[src/rtl/cond_pkg.sv]
// Shared defaults for the conditional lookup pipeline.
//   SEL_W_DEF    : selector width (table holds 2**SEL_W entries)
//   OUT_W_DEF    : width of each mapped output code
//   DEF_VAL_DEF  : code returned for unprogrammed entries
//   HOLD_SEL_DEF : selector value that updates the hold register
//   CNT_W_DEF    : width of the saturating hit/miss counters
package cond_pkg;

    localparam int unsigned SEL_W_DEF    = 2;
    localparam int unsigned OUT_W_DEF    = 2;
    localparam int unsigned DEF_VAL_DEF  = 0;
    localparam int unsigned HOLD_SEL_DEF = 2;
    localparam int unsigned CNT_W_DEF    = 8;

endpackage : cond_pkg

[src/rtl/cond_lut_table.sv]
// Lookup table storage: 2**SEL_W codes plus one valid bit per entry.
//   clk, rst : clock, async active-high reset (clears valid bits only)
//   we       : write strobe; stores wdata at waddr and marks it valid
//   waddr    : entry to write
//   wdata    : code to store
//   clr      : synchronous invalidate of all entries, wins over we
//   raddr    : combinational read address
//   rdata    : stored code at raddr (pre-write contents)
//   rvalid   : valid bit at raddr (pre-write contents)
module cond_lut_table
    import cond_pkg::*;
#(
    parameter int unsigned SEL_W = SEL_W_DEF,
    parameter int unsigned OUT_W = OUT_W_DEF
) (
    input  logic             clk,
    input  logic             rst,
    input  logic             we,
    input  logic [SEL_W-1:0] waddr,
    input  logic [OUT_W-1:0] wdata,
    input  logic             clr,
    input  logic [SEL_W-1:0] raddr,
    output logic [OUT_W-1:0] rdata,
    output logic             rvalid
);

    localparam int unsigned DEPTH = 2 ** SEL_W;

    logic [OUT_W-1:0] mem [DEPTH];
    logic [DEPTH-1:0] valid;

    // Code storage is never reset: an entry is unreachable until it is written.
    // A clear blocks a simultaneous write so the old code stays in place.
    always_ff @(posedge clk) begin
        if (we && !clr) begin
            mem[waddr] <= wdata;
        end
    end

    // Valid bits: clear has priority over write.
    always_ff @(posedge clk or posedge rst) begin
        if (rst) begin
            valid <= '0;
        end else if (clr) begin
            valid <= '0;
        end else if (we) begin
            valid[waddr] <= 1'b1;
        end
    end

    // Combinational read port sees state before this cycle's write.
    assign rdata  = mem[raddr];
    assign rvalid = valid[raddr];

endmodule : cond_lut_table

[src/rtl/cond_lut_pipe.sv]
// Single-stage lookup pipeline with valid/ready handshake, hold register
// and saturating hit/miss statistics.
//   clk, rst            : clock, async active-high reset
//   cfg_we/addr/data    : table write port
//   cfg_clr             : invalidate all table entries
//   in_valid/in_ready   : lookup request handshake (in_ready is combinational)
//   in_sel              : lookup selector
//   out_valid/out_ready : result handshake
//   out_data, out_hit   : mapped code and entry-valid flag of the lookup
//   hold_data           : last code mapped for HOLD_SEL
//   hit_cnt, miss_cnt   : saturating lookup statistics
module cond_lut_pipe
    import cond_pkg::*;
#(
    parameter int unsigned SEL_W    = SEL_W_DEF,
    parameter int unsigned OUT_W    = OUT_W_DEF,
    parameter int unsigned DEF_VAL  = DEF_VAL_DEF,
    parameter int unsigned HOLD_SEL = HOLD_SEL_DEF,
    parameter int unsigned CNT_W    = CNT_W_DEF
) (
    input  logic             clk,
    input  logic             rst,
    input  logic             cfg_we,
    input  logic [SEL_W-1:0] cfg_addr,
    input  logic [OUT_W-1:0] cfg_data,
    input  logic             cfg_clr,
    input  logic             in_valid,
    output logic             in_ready,
    input  logic [SEL_W-1:0] in_sel,
    output logic             out_valid,
    input  logic             out_ready,
    output logic [OUT_W-1:0] out_data,
    output logic             out_hit,
    output logic [OUT_W-1:0] hold_data,
    output logic [CNT_W-1:0] hit_cnt,
    output logic [CNT_W-1:0] miss_cnt
);

    localparam logic [OUT_W-1:0] DEF_CODE = OUT_W'(DEF_VAL);
    localparam logic [SEL_W-1:0] HOLD_IDX = SEL_W'(HOLD_SEL);
    localparam logic [CNT_W-1:0] CNT_MAX  = {CNT_W{1'b1}};

    logic [OUT_W-1:0] tbl_data;
    logic             tbl_valid;
    logic             accept;
    logic [OUT_W-1:0] lookup_code;

    cond_lut_table #(
        .SEL_W (SEL_W),
        .OUT_W (OUT_W)
    ) u_table (
        .clk    (clk),
        .rst    (rst),
        .we     (cfg_we),
        .waddr  (cfg_addr),
        .wdata  (cfg_data),
        .clr    (cfg_clr),
        .raddr  (in_sel),
        .rdata  (tbl_data),
        .rvalid (tbl_valid)
    );

    // Stage is free when empty or draining this cycle.
    assign in_ready = !out_valid || out_ready;
    assign accept   = in_valid && in_ready;

    // Unprogrammed entries map to the default code.
    always_comb begin
        lookup_code = DEF_CODE;
        if (tbl_valid) begin
            lookup_code = tbl_data;
        end
    end

    // Result register: load on accept, drop when drained, hold under back-pressure.
    always_ff @(posedge clk or posedge rst) begin
        if (rst) begin
            out_valid <= 1'b0;
            out_data  <= DEF_CODE;
            out_hit   <= 1'b0;
        end else if (accept) begin
            out_valid <= 1'b1;
            out_data  <= lookup_code;
            out_hit   <= tbl_valid;
        end else if (out_ready) begin
            out_valid <= 1'b0;
        end
    end

    // Hold register tracks the latest accepted lookup of HOLD_SEL.
    always_ff @(posedge clk or posedge rst) begin
        if (rst) begin
            hold_data <= DEF_CODE;
        end else if (accept && (in_sel == HOLD_IDX)) begin
            hold_data <= lookup_code;
        end
    end

    // Saturating statistics, one count per accepted lookup.
    always_ff @(posedge clk or posedge rst) begin
        if (rst) begin
            hit_cnt  <= '0;
            miss_cnt <= '0;
        end else if (accept) begin
            if (tbl_valid) begin
                if (hit_cnt != CNT_MAX) begin
                    hit_cnt <= hit_cnt + CNT_W'(1);
                end
            end else if (miss_cnt != CNT_MAX) begin
                miss_cnt <= miss_cnt + CNT_W'(1);
            end
        end
    end

endmodule : cond_lut_pipe

[config.mk]
export PLATFORM = sky130hd
export DESIGN_NAME = cond_lut_pipe
export DESIGN_NICKNAME = d
export VERILOG_FILES = /design/src/rtl/cond_pkg.sv /design/src/rtl/cond_lut_table.sv /design/src/rtl/cond_lut_pipe.sv
export SDC_FILE = /design/constraint.sdc
export NUM_CORES = 1
export LEC_CHECK = 0
export BUFFER_PORTS_ARGS = -buffer_cell sky130_fd_sc_hd__buf_2
export CAP_MARGIN = 15
export CORE_UTILIZATION = 49
export DETAILED_ROUTE_END_ITERATION = 16
export GPL_TIMING_DRIVEN = 0
export PLACE_DENSITY = 0.79
export SYNTH_ARGS = -nofsm -noshare
export SYNTH_HDL_FRONTEND = slang
export SYNTH_SLANG_ARGS = --single-unit
[constraint.sdc]
create_clock -name clk -period 2.3 [get_ports clk]
set_clock_uncertainty 0.15 [all_clocks]
set_input_delay 0.345 -clock clk [delete_from_list [all_inputs] [get_ports clk]]
set_output_delay 0.345 -clock clk [all_outputs]
set_load 0.01 [all_outputs]
==> metrics list, run 1 <==
- In this run the standard cell core region covers 0.00283 sq mm.
* Mean instance size in the synthesized netlist: 13.0 sq um
- Antenna fix cells: 0
* Path category of the worst min-delay check: primary input to async pin
* Pin count of the biggest net entering global routing: 27
- Synthesis produced 115 cells.
* Most frequent cells in the layout: sky130_fd_sc_hd__buf_2, sky130_fd_sc_hd__dfrtp_1, sky130_fd_sc_hd__xor2_1, sky130_fd_sc_hd__nand2_1, sky130_fd_sc_hd__nand3_1
* Commonest non-fill, non-tap cell in the layout: sky130_fd_sc_hd__buf_2
- Synthesis-to-layout area growth: 17.3%
* Count of yosys warnings during synthesis: 0
* Clock-pin slew on the worst setup and hold paths: 0.10 ns
* Port bufs: 34
- Register-to-Register Path Depth: 5
- The flow ran to the end, but the final reports show violations.
- Via count of the first global-routing pass: 965
* Setup Slack @ Placement: 0.238 ns
- The later pin in the worst-skew pair is clocked with a latency of 0.33 ns.
* Count of pins over their slew limit: 0
* Ports placed on the boundary: 35
* Crit path DAT: 2.00 ns
- Total leakage power: 0.889 nW
- Sink Count: 34
* Post-CTS Setup Inserts: 0
* Number of failing hold endpoints at the final stage: 0
* Violations in the final reports: DRC
- With fillers left out, the area of the finished cells amounts to 0.00176 sq mm.
* Remaining DRCs: 3
- Data on the critical path is required at its endpoint by 2.38 ns.
- Clock tree root buffer cell: sky130_fd_sc_hd__clkbuf_4
- Largest fanout of any net on the critical path: 6
- The first global-routing pass estimated 4.22 mm of wire.
- Worst-Margin Slew: 0.958 ns
- For this block, the initial DRC count from the detailed router was 49.
- In the global route stage, overall resource usage came out at 0.174.
- Worst setup slack for register-to-register paths: 0.37 ns
- Summed over all layers, the routed wires come to 2.45 mm.
- Starting utilization of the core area: 0.530
* Nets@finish: 170
- Of the available clock period, the critical path in the final layout requires 0.837.
- Die span in y: 57.3 um
- In this run the remaining antenna-violating nets after routing total 0.
- Number of distinct standard cells referenced by the synthesized netlist: 22
* # Max-Cap Violations: 0
* Cell area after technology mapping: 0.00150 sq mm
- Overflow after GRT: 0
- Worst R2R Start: miss_cnt[0]$_DFFE_PP0P_
- The share of the Yosys chip area taken by registers is 0.594.
- Flops & latches, synth: 34
* Net count of the mapped netlist: 129
- The initial antenna violation count is 0.
- Fillcell total: 234
- Final hold analysis gives a worst-case slack of 0.0718 ns.
- Number of vias per cell after detailed routing: 5.56
* Worst-case clock buffer depth: 2
- Dpl hpwl: 1.86 mm
- Headroom to the max-slew limit: 0.361
* Final min period: 1.93 ns
- In this run the critical register-to-register path is captured at miss_cnt[1]$_DFFE_PP0P_.
- Minimum setup slack in the final design: 0.374 ns
- In the final timing run, aggregate negative setup slack is 0 ns.
- Derived from the worst setup path, the maximum achievable clock frequency is 519 MHz.
- Total clock buffers created by CTS: 5
- Iteration count of the initial detailed-routing pass: 10
- STA classifies the critical path startpoint as a flop.
- Unrepaired setup endpoints after global routing: false
- Post-DP Area: 0.00171 sq mm
* H-tree depth reported by CTS: 2
- Die Outline Area: 0.00328 sq mm
- Post-CTS repair changed the size of 0 cells.
* CTS tree: built
- At the end of routability-driven placement, the weighted congestion stood at 0.809.
* # rows: 19
- Worst Path Class, Setup: flop to flop
- Worst setup EP type: flop
- Dividing the detail-routed wire length by the instance count gives 13.0 um.
- The die is 57.3 um wide.
* Number of vias in the routed layout: 1046
- Power per cell area: 850 mW/mm^2
- Setup violations remaining at the end of the flow were counted as 0.
- Largest vdd supply drop: 0.464 mV
- Hold-fix buffers, CTS: 0
- Proportion of layout cells with a drive suffix above 1: 0.331
## flip-flops by register name (all words and copies together), names as in the netlist
name,count
hit_cnt,8
out_valid,1
u_table.valid,4
out_hit,1
miss_cnt,8
u_table.mem,8
hold_data,2
out_data,2
## power breakdown
part	switching, W	total, W	internal [W]
registers	0.000126	0.000845	0.000719
clock network	0.000180	0.000294	0.000115
logic	0.000181	0.000354	0.000173
total	0.000487	0.00149	0.00101
## final cells by class
cell class | count | area (sq um) | area share
clock buffers | 6 | 41.3 | 0.0235
flip-flops and latches | 34 | 891 | 0.507
well taps | 31 | 38.8 | 0.0221
multi-input cells | 78 | 597 | 0.340
clock inverters | 2 | 8.76 | 0.00498
inverters | 3 | 11.3 | 0.00641
repair buffers | 34 | 170 | 0.0968
## logic make-up (layout without fill, tap and decap cells)
family          after synthesis  after routing  synth area share
xor+xnor                     12             12            0.0701
fa+ha+maj                     2              2            0.0167
buf+inv                       3             45           0.00751
simple gates                 49             49             0.181
flops                        34             34             0.594
mux                          11             11             0.110
compound gates                4              4            0.0200
## synthesized netlist by cell type
library cell               number  area share
sky130_fd_sc_hd__nand2b_1       4       0.017
sky130_fd_sc_hd__inv_1          3      0.0075
sky130_fd_sc_hd__nor3b_1        2       0.010
sky130_fd_sc_hd__ha_1           2       0.017
sky130_fd_sc_hd__nor4_1         4       0.017
sky130_fd_sc_hd__nand4b_1       1      0.0058
sky130_fd_sc_hd__nor3_1         8       0.027
sky130_fd_sc_hd__mux2_2         8       0.060
sky130_fd_sc_hd__nand3_1        9       0.030
sky130_fd_sc_hd__nand3b_4       1       0.013
sky130_fd_sc_hd__nor2_1         5       0.013
sky130_fd_sc_hd__nand4_1        2      0.0083
sky130_fd_sc_hd__dfrtp_1       26        0.43
sky130_fd_sc_hd__and3_1         1      0.0042
sky130_fd_sc_hd__nor2b_1        1      0.0042
sky130_fd_sc_hd__a21o_1         4       0.020
sky130_fd_sc_hd__mux4_2         1       0.015
sky130_fd_sc_hd__edfxtp_1       8        0.16
sky130_fd_sc_hd__xor2_1        12       0.070
sky130_fd_sc_hd__and2_2         2       0.010
sky130_fd_sc_hd__mux4_1         2       0.035
sky130_fd_sc_hd__nand2_1        9       0.023
## critical path, stage by stage (launching register included)
cell and delay [ns]:
sky130_fd_sc_hd__dfrtp_1 0.41, sky130_fd_sc_hd__ha_1 0.20, sky130_fd_sc_hd__nand2_1 0.08, sky130_fd_sc_hd__nor3_1 0.52, sky130_fd_sc_hd__nor2_1 0.16, sky130_fd_sc_hd__mux2_2 0.30
## metal layers
layer	vias to the layer above	global-route usage	share of wire
met5	-	0	0
met3	6	0.0612	0.056
met1	505	0.227	0.45
li1	502	-	-
met4	0	0.0627	0.015
met2	33	0.272	0.48
## how the worst max path moves through the flow
stage,startpoint,to,slack (ns),depth (start not counted)
after floorplan,in_sel[1],miss_cnt[1]$_DFFE_PP0P_,0.48,4
after global placement,in_sel[1],miss_cnt[1]$_DFFE_PP0P_,0.25,5
after detailed placement,in_sel[1],miss_cnt[6]$_DFFE_PP0P_,0.24,5
after CTS,miss_cnt[0]$_DFFE_PP0P_,miss_cnt[1]$_DFFE_PP0P_,0.37,5
after global routing,miss_cnt[0]$_DFFE_PP0P_,miss_cnt[1]$_DFFE_PP0P_,0.23,5
final,miss_cnt[0]$_DFFE_PP0P_,miss_cnt[1]$_DFFE_PP0P_,0.37,5
## metrics by stage
step	power (W)	cells	util
floorplan	0.00106	115	-
global placement	0.00120	180	0.604
detailed placement	0.00121	180	0.604
CTS	0.00151	188	0.621
global route	0.00159	188	0.621
finish	0.00149	188	0.621
(Power assumes the default switching activity.)
==> inputs of run 2 (changes only) <==
--- a/config.mk
+++ b/config.mk
@@ -5,12 +5,13 @@
 export SDC_FILE = /design/constraint.sdc
 export NUM_CORES = 1
 export LEC_CHECK = 0
+export ABC_AREA = 1
 export BUFFER_PORTS_ARGS = -buffer_cell sky130_fd_sc_hd__buf_2
 export CAP_MARGIN = 15
 export CORE_UTILIZATION = 49
 export DETAILED_ROUTE_END_ITERATION = 16
 export GPL_TIMING_DRIVEN = 0
-export PLACE_DENSITY = 0.79
+export PLACE_DENSITY = 0.77
 export SYNTH_ARGS = -nofsm -noshare
 export SYNTH_HDL_FRONTEND = slang
 export SYNTH_SLANG_ARGS = --single-unit
==> constraint.sdc (replaced) <==
create_clock -name clk -period 1.9 [get_ports clk]
set_clock_uncertainty 0.15 [all_clocks]
set_input_delay 0.285 -clock clk [delete_from_list [all_inputs] [get_ports clk]]
set_output_delay 0.285 -clock clk [all_outputs]
set_load 0.01 [all_outputs]
==> metrics list, run 2 <==
- The run finished with clean final reports.
- Commonest non-fill, non-tap cell in the layout: sky130_fd_sc_hd__nand2_1
* Starting utilization of the core area: 0.512 (-0.0182)
- The boundary pin count was 35 (unchanged).
* Clock latency on the worst-skew pair: 0.28 ns (-0.05 ns)
- The via count of the first global-routing pass is 1507 (+56%).
- Number of vias per cell after detailed routing: 4.92 (-12%)
- The area after detailed placement is 0.00210 sq mm (+23%).
- The number of distinct standard cells referenced by the synthesized netlist is 26 (+18%).
- Complex-gate fraction of the synthesized area: 0.0281 (+0.00802)
* Total power after layout: 0.00206 W (+38%)
- Final Hold Slack: 0.0697 ns (-0.00217 ns)
- Cell area after technology mapping: 0.00187 sq mm (+25%)
* Nets@finish: 276 (+62%)
- Count of pins over their slew limit: 0 (unchanged)
- Largest vdd supply drop: 0.675 mV (+46%)
* # rows: 22 (+3)
* Worst setup EP type: flop
- Setup-failing EPs final: 0 (unchanged)
- Xor and xnor area share after synthesis: 0.0281 (-0.0421)
* Met2 GRT Util: 0.359 (+0.0868)
- Sorting the synthesized cells by area gives the leading types as sky130_fd_sc_hd__dfrtp_1, sky130_fd_sc_hd__nand2_1, sky130_fd_sc_hd__edfxtp_1.
* Headroom to the max-slew limit: 0.352 (-0.00830)
- Port bufs: 33 (-2.9%)
- The post-cts gate resize count is 0 (unchanged).
- The filler cell count came to 335 (+43%).
- Iteration count of the initial detailed-routing pass: 4 (-6)
* Most frequent cells in the layout: sky130_fd_sc_hd__nand2_1, sky130_fd_sc_hd__buf_2, sky130_fd_sc_hd__dfrtp_1, sky130_fd_sc_hd__nor2_1, sky130_fd_sc_hd__inv_1
- The sequential element share of the synthesized area came to 0.476 (-0.119).
- Path category of the worst min-delay check: primary input to async pin
- Die Outline Area: 0.00407 sq mm (+24%)
- Number of enable flip-flop cells after synthesis: 8 (unchanged)
- The final clock period utilization by the worst path came to 0.837 (-0.000980).
* Worst Path Class, Setup: flop to flop
- The number of buffers added to fix hold violations after cts is 0 (unchanged).
- met2 is the most crowded layer.
- The maximum number of pins on one net before global-route repair was 27 (unchanged).
- The final estimated routing congestion in global placement came to 0.768 (-5.1%).
- Worst-case clock buffer depth: 2 (unchanged)
- Antenna fix cells: 0 (unchanged)
* Largest fanout of any net on the critical path: 8 (+2)
- Power per cell area: 945 mW/mm^2 (+11%)
- Tot GR Track Use: 0.205 (+0.0307)
- Relative to the synthesized area, the layout overhead comes to 16.3%.
- Share of synthesized flip-flops with an asynchronous set or reset: 0.765 (unchanged)
* Setup TNS: 0 ns (unchanged)
- Clock tree root buffer cell: sky130_fd_sc_hd__clkbuf_8
* Final min period: 1.59 ns (-0.337 ns)
- The area used by sequential logic in the layout came to 891 sq um (unchanged).
* Simple-gate share of the synthesized area: 0.401 (+0.220)
* Met3 track utilization from global routing: 0.0464 (-0.0148)
- Die span in y: 63.8 um (+11%)
- The average wire per cell in the routed design came to 11.2 um (-14%).
* CTS tree: built
* Adder and majority gate portion of the synthesized area: 0.0134 (-0.00333)
- Worst R2R Start: miss_cnt[0]$_DFFE_PP0P_
- The remaining routing DRC violations is 0 (-3).
- The leakage power figure was 1.12 nW (+26%).
- The chip width was 63.8 um (+11%).
- Dominant synthesized flop cell: sky130_fd_sc_hd__dfrtp_1
* Required time reported for the critical path endpoint: 1.92 ns (-0.46 ns)
- The number of synthesis warnings came to 0 (unchanged).
- The HPWL after detailed placement is 2.60 mm (+40%).
- Register-to-Register Path Depth: 7 (+2)
- Met1 track utilization from global routing: 0.238 (+0.0117)
- Reg-to-reg critical path endpoint: miss_cnt[3]$_DFFE_PP0P_
- Number of vias in the routed layout: 1530 (+46%)
* Worst-Margin Slew: 0.971 ns (+0.0124 ns)
- Net count of the mapped netlist: 236 (+83%)
* Proportion of layout cells with a drive suffix above 1: 0.247 (-0.0841)
* Multi-input gate area: 881 sq um (+48%)
- CP Launch Type: flop
- The initial antenna violation count is 0 (unchanged).
- Setup repair after global routing left no endpoint under its margin.
- Max Clk Rate: 629 MHz (+21%)
- Crit path DAT: 1.61 ns (-0.39 ns)
- Sink Count: 34 (unchanged)
- The number of buffers added by the clock tree synthesis step came to 5 (unchanged).
- Final Routed Wirelength: 3.48 mm (+42%)
* H-tree depth reported by CTS: 2 (unchanged)
- Non-Filler Cell Area, Final: 0.00218 sq mm (+24%)
- The synthesized area divided by synthesized cell count is 8.44 sq um (-35%).
- By count the netlist is led by sky130_fd_sc_hd__nand2_1, sky130_fd_sc_hd__dfrtp_1, sky130_fd_sc_hd__nor2_1.
- The iteration-0 DRC count of the detailed router was 97 (+98%).
- Area inside the core boundary: 0.00366 sq mm (+29%)
- Post-CTS Setup Inserts: 0 (unchanged)
- The total congestion overflow after global routing is 0 (unchanged).
* Wire length of the first global-routing pass: 6.42 mm (+52%)
- The number of synthesized register bits came to 34 (unchanged).
- The post-synthesis mux area share was 0 (-0.110).
- Area share of the leading cell type in the synthesized netlist: 0.347 (-0.0867)
- Clock-pin slew on the worst setup and hold paths: 0.07 ns (-0.03 ns)
- After synthesis, the largest family of logic cells by area is simple AND/OR/NAND/NOR gates.
- # Max-Cap Violations: 0 (unchanged)
* Number of nets with antenna violations after routing: 0 (unchanged)
- The flop-to-flop setup slack was 0.31 ns (-0.06 ns).
* Yosys top cell by area: sky130_fd_sc_hd__dfrtp_1
- The instance count of the mapped netlist came to 222 (+93%).
- The number of endpoints with negative hold slack in the final report was 0 (unchanged).
- Leading cell type by number of instances after synthesis: sky130_fd_sc_hd__nand2_1
- Top flop regs: hit_cnt x8, miss_cnt x8, u_table.mem x8
==> run 2: cell types whose count changed after synthesis, moves of 5 or more <==
cell and change:
sky130_fd_sc_hd__nand2_1 +78, sky130_fd_sc_hd__nor2_1 +16, sky130_fd_sc_hd__inv_1 +13, sky130_fd_sc_hd__xor2_1 -9
sky130_fd_sc_hd__mux2_2 -8, sky130_fd_sc_hd__nor3_1 -8, sky130_fd_sc_hd__o21ai_0 +8, sky130_fd_sc_hd__nand2_4 +5
sky130_fd_sc_hd__nand3_4 +5
==> run 2: kinds of logic after synthesis <==
kind of cell    after synthesis
fa+ha+maj                     2
xor+xnor                      6
compound gates               10
simple gates                147
buf+inv                      23
flops                        34
==> run 2: per-stage QoR <==
step	setup slack [ns]	std cells	utilization
floorplan	0.409	222	-
global placement	0.324	303	0.573
detailed placement	0.308	303	0.573
CTS	0.303	311	0.595
global route	0.175	311	0.595
finish	0.311	311	0.595
==> run 2: critical path, stage by stage (launching register included) <==
cell and delay [ns]:
sky130_fd_sc_hd__dfrtp_1 0.42, sky130_fd_sc_hd__ha_1 0.23, sky130_fd_sc_hd__nand2_1 0.12, sky130_fd_sc_hd__clkinv_1 0.14
sky130_fd_sc_hd__nand3_4 0.17, sky130_fd_sc_hd__nand3_4 0.13, sky130_fd_sc_hd__nand2_1 0.08, sky130_fd_sc_hd__nand2_1 0.05
==> run 2: final cells by class <==
| class | instances | share of cell area |
|---|---|---|
| Sequential cell | 34 | 0.409 |
| Inverter | 22 | 0.0414 |
| Tap cell | 48 | 0.0276 |
| Clock buffer | 8 | 0.0368 |
| Buffer | 1 | 0.00517 |
| Timing Repair Buffer | 33 | 0.0758 |
| Multi-Input combinational cell | 165 | 0.404 |
==> run 2: per-layer routing <==
layer / share of wire / wire, um / up-vias
met1: 0.45 / 1580 / 705
met3: 0.043 / 149 / 4
met4: 0.017 / 60 / 0
li1: - / - / 790
met5: 0 / 0 / -
met2: 0.49 / 1690 / 31
==> run 2: how the worst max path moves through the flow <==
| stage | start | end | slack [ns] | cells past startpoint |
|---|---|---|---|---|
| floorplan | miss_cnt[0]$_DFFE_PP0P_ | miss_cnt[3]$_DFFE_PP0P_ | 0.41 | 7 |
| global placement | miss_cnt[0]$_DFFE_PP0P_ | miss_cnt[7]$_DFFE_PP0P_ | 0.32 | 7 |
| detailed placement | miss_cnt[0]$_DFFE_PP0P_ | miss_cnt[7]$_DFFE_PP0P_ | 0.31 | 7 |
| CTS | miss_cnt[0]$_DFFE_PP0P_ | miss_cnt[3]$_DFFE_PP0P_ | 0.30 | 7 |
| global route | miss_cnt[0]$_DFFE_PP0P_ | miss_cnt[5]$_DFFE_PP0P_ | 0.18 | 7 |
| finish | miss_cnt[0]$_DFFE_PP0P_ | miss_cnt[3]$_DFFE_PP0P_ | 0.31 | 7 |
==> run 2: report_power, final <==
group          switching [W]  internal, W
sequential          0.000151     0.000863
combinational       0.000310     0.000225
clock               0.000248     0.000260
total               0.000709      0.00135
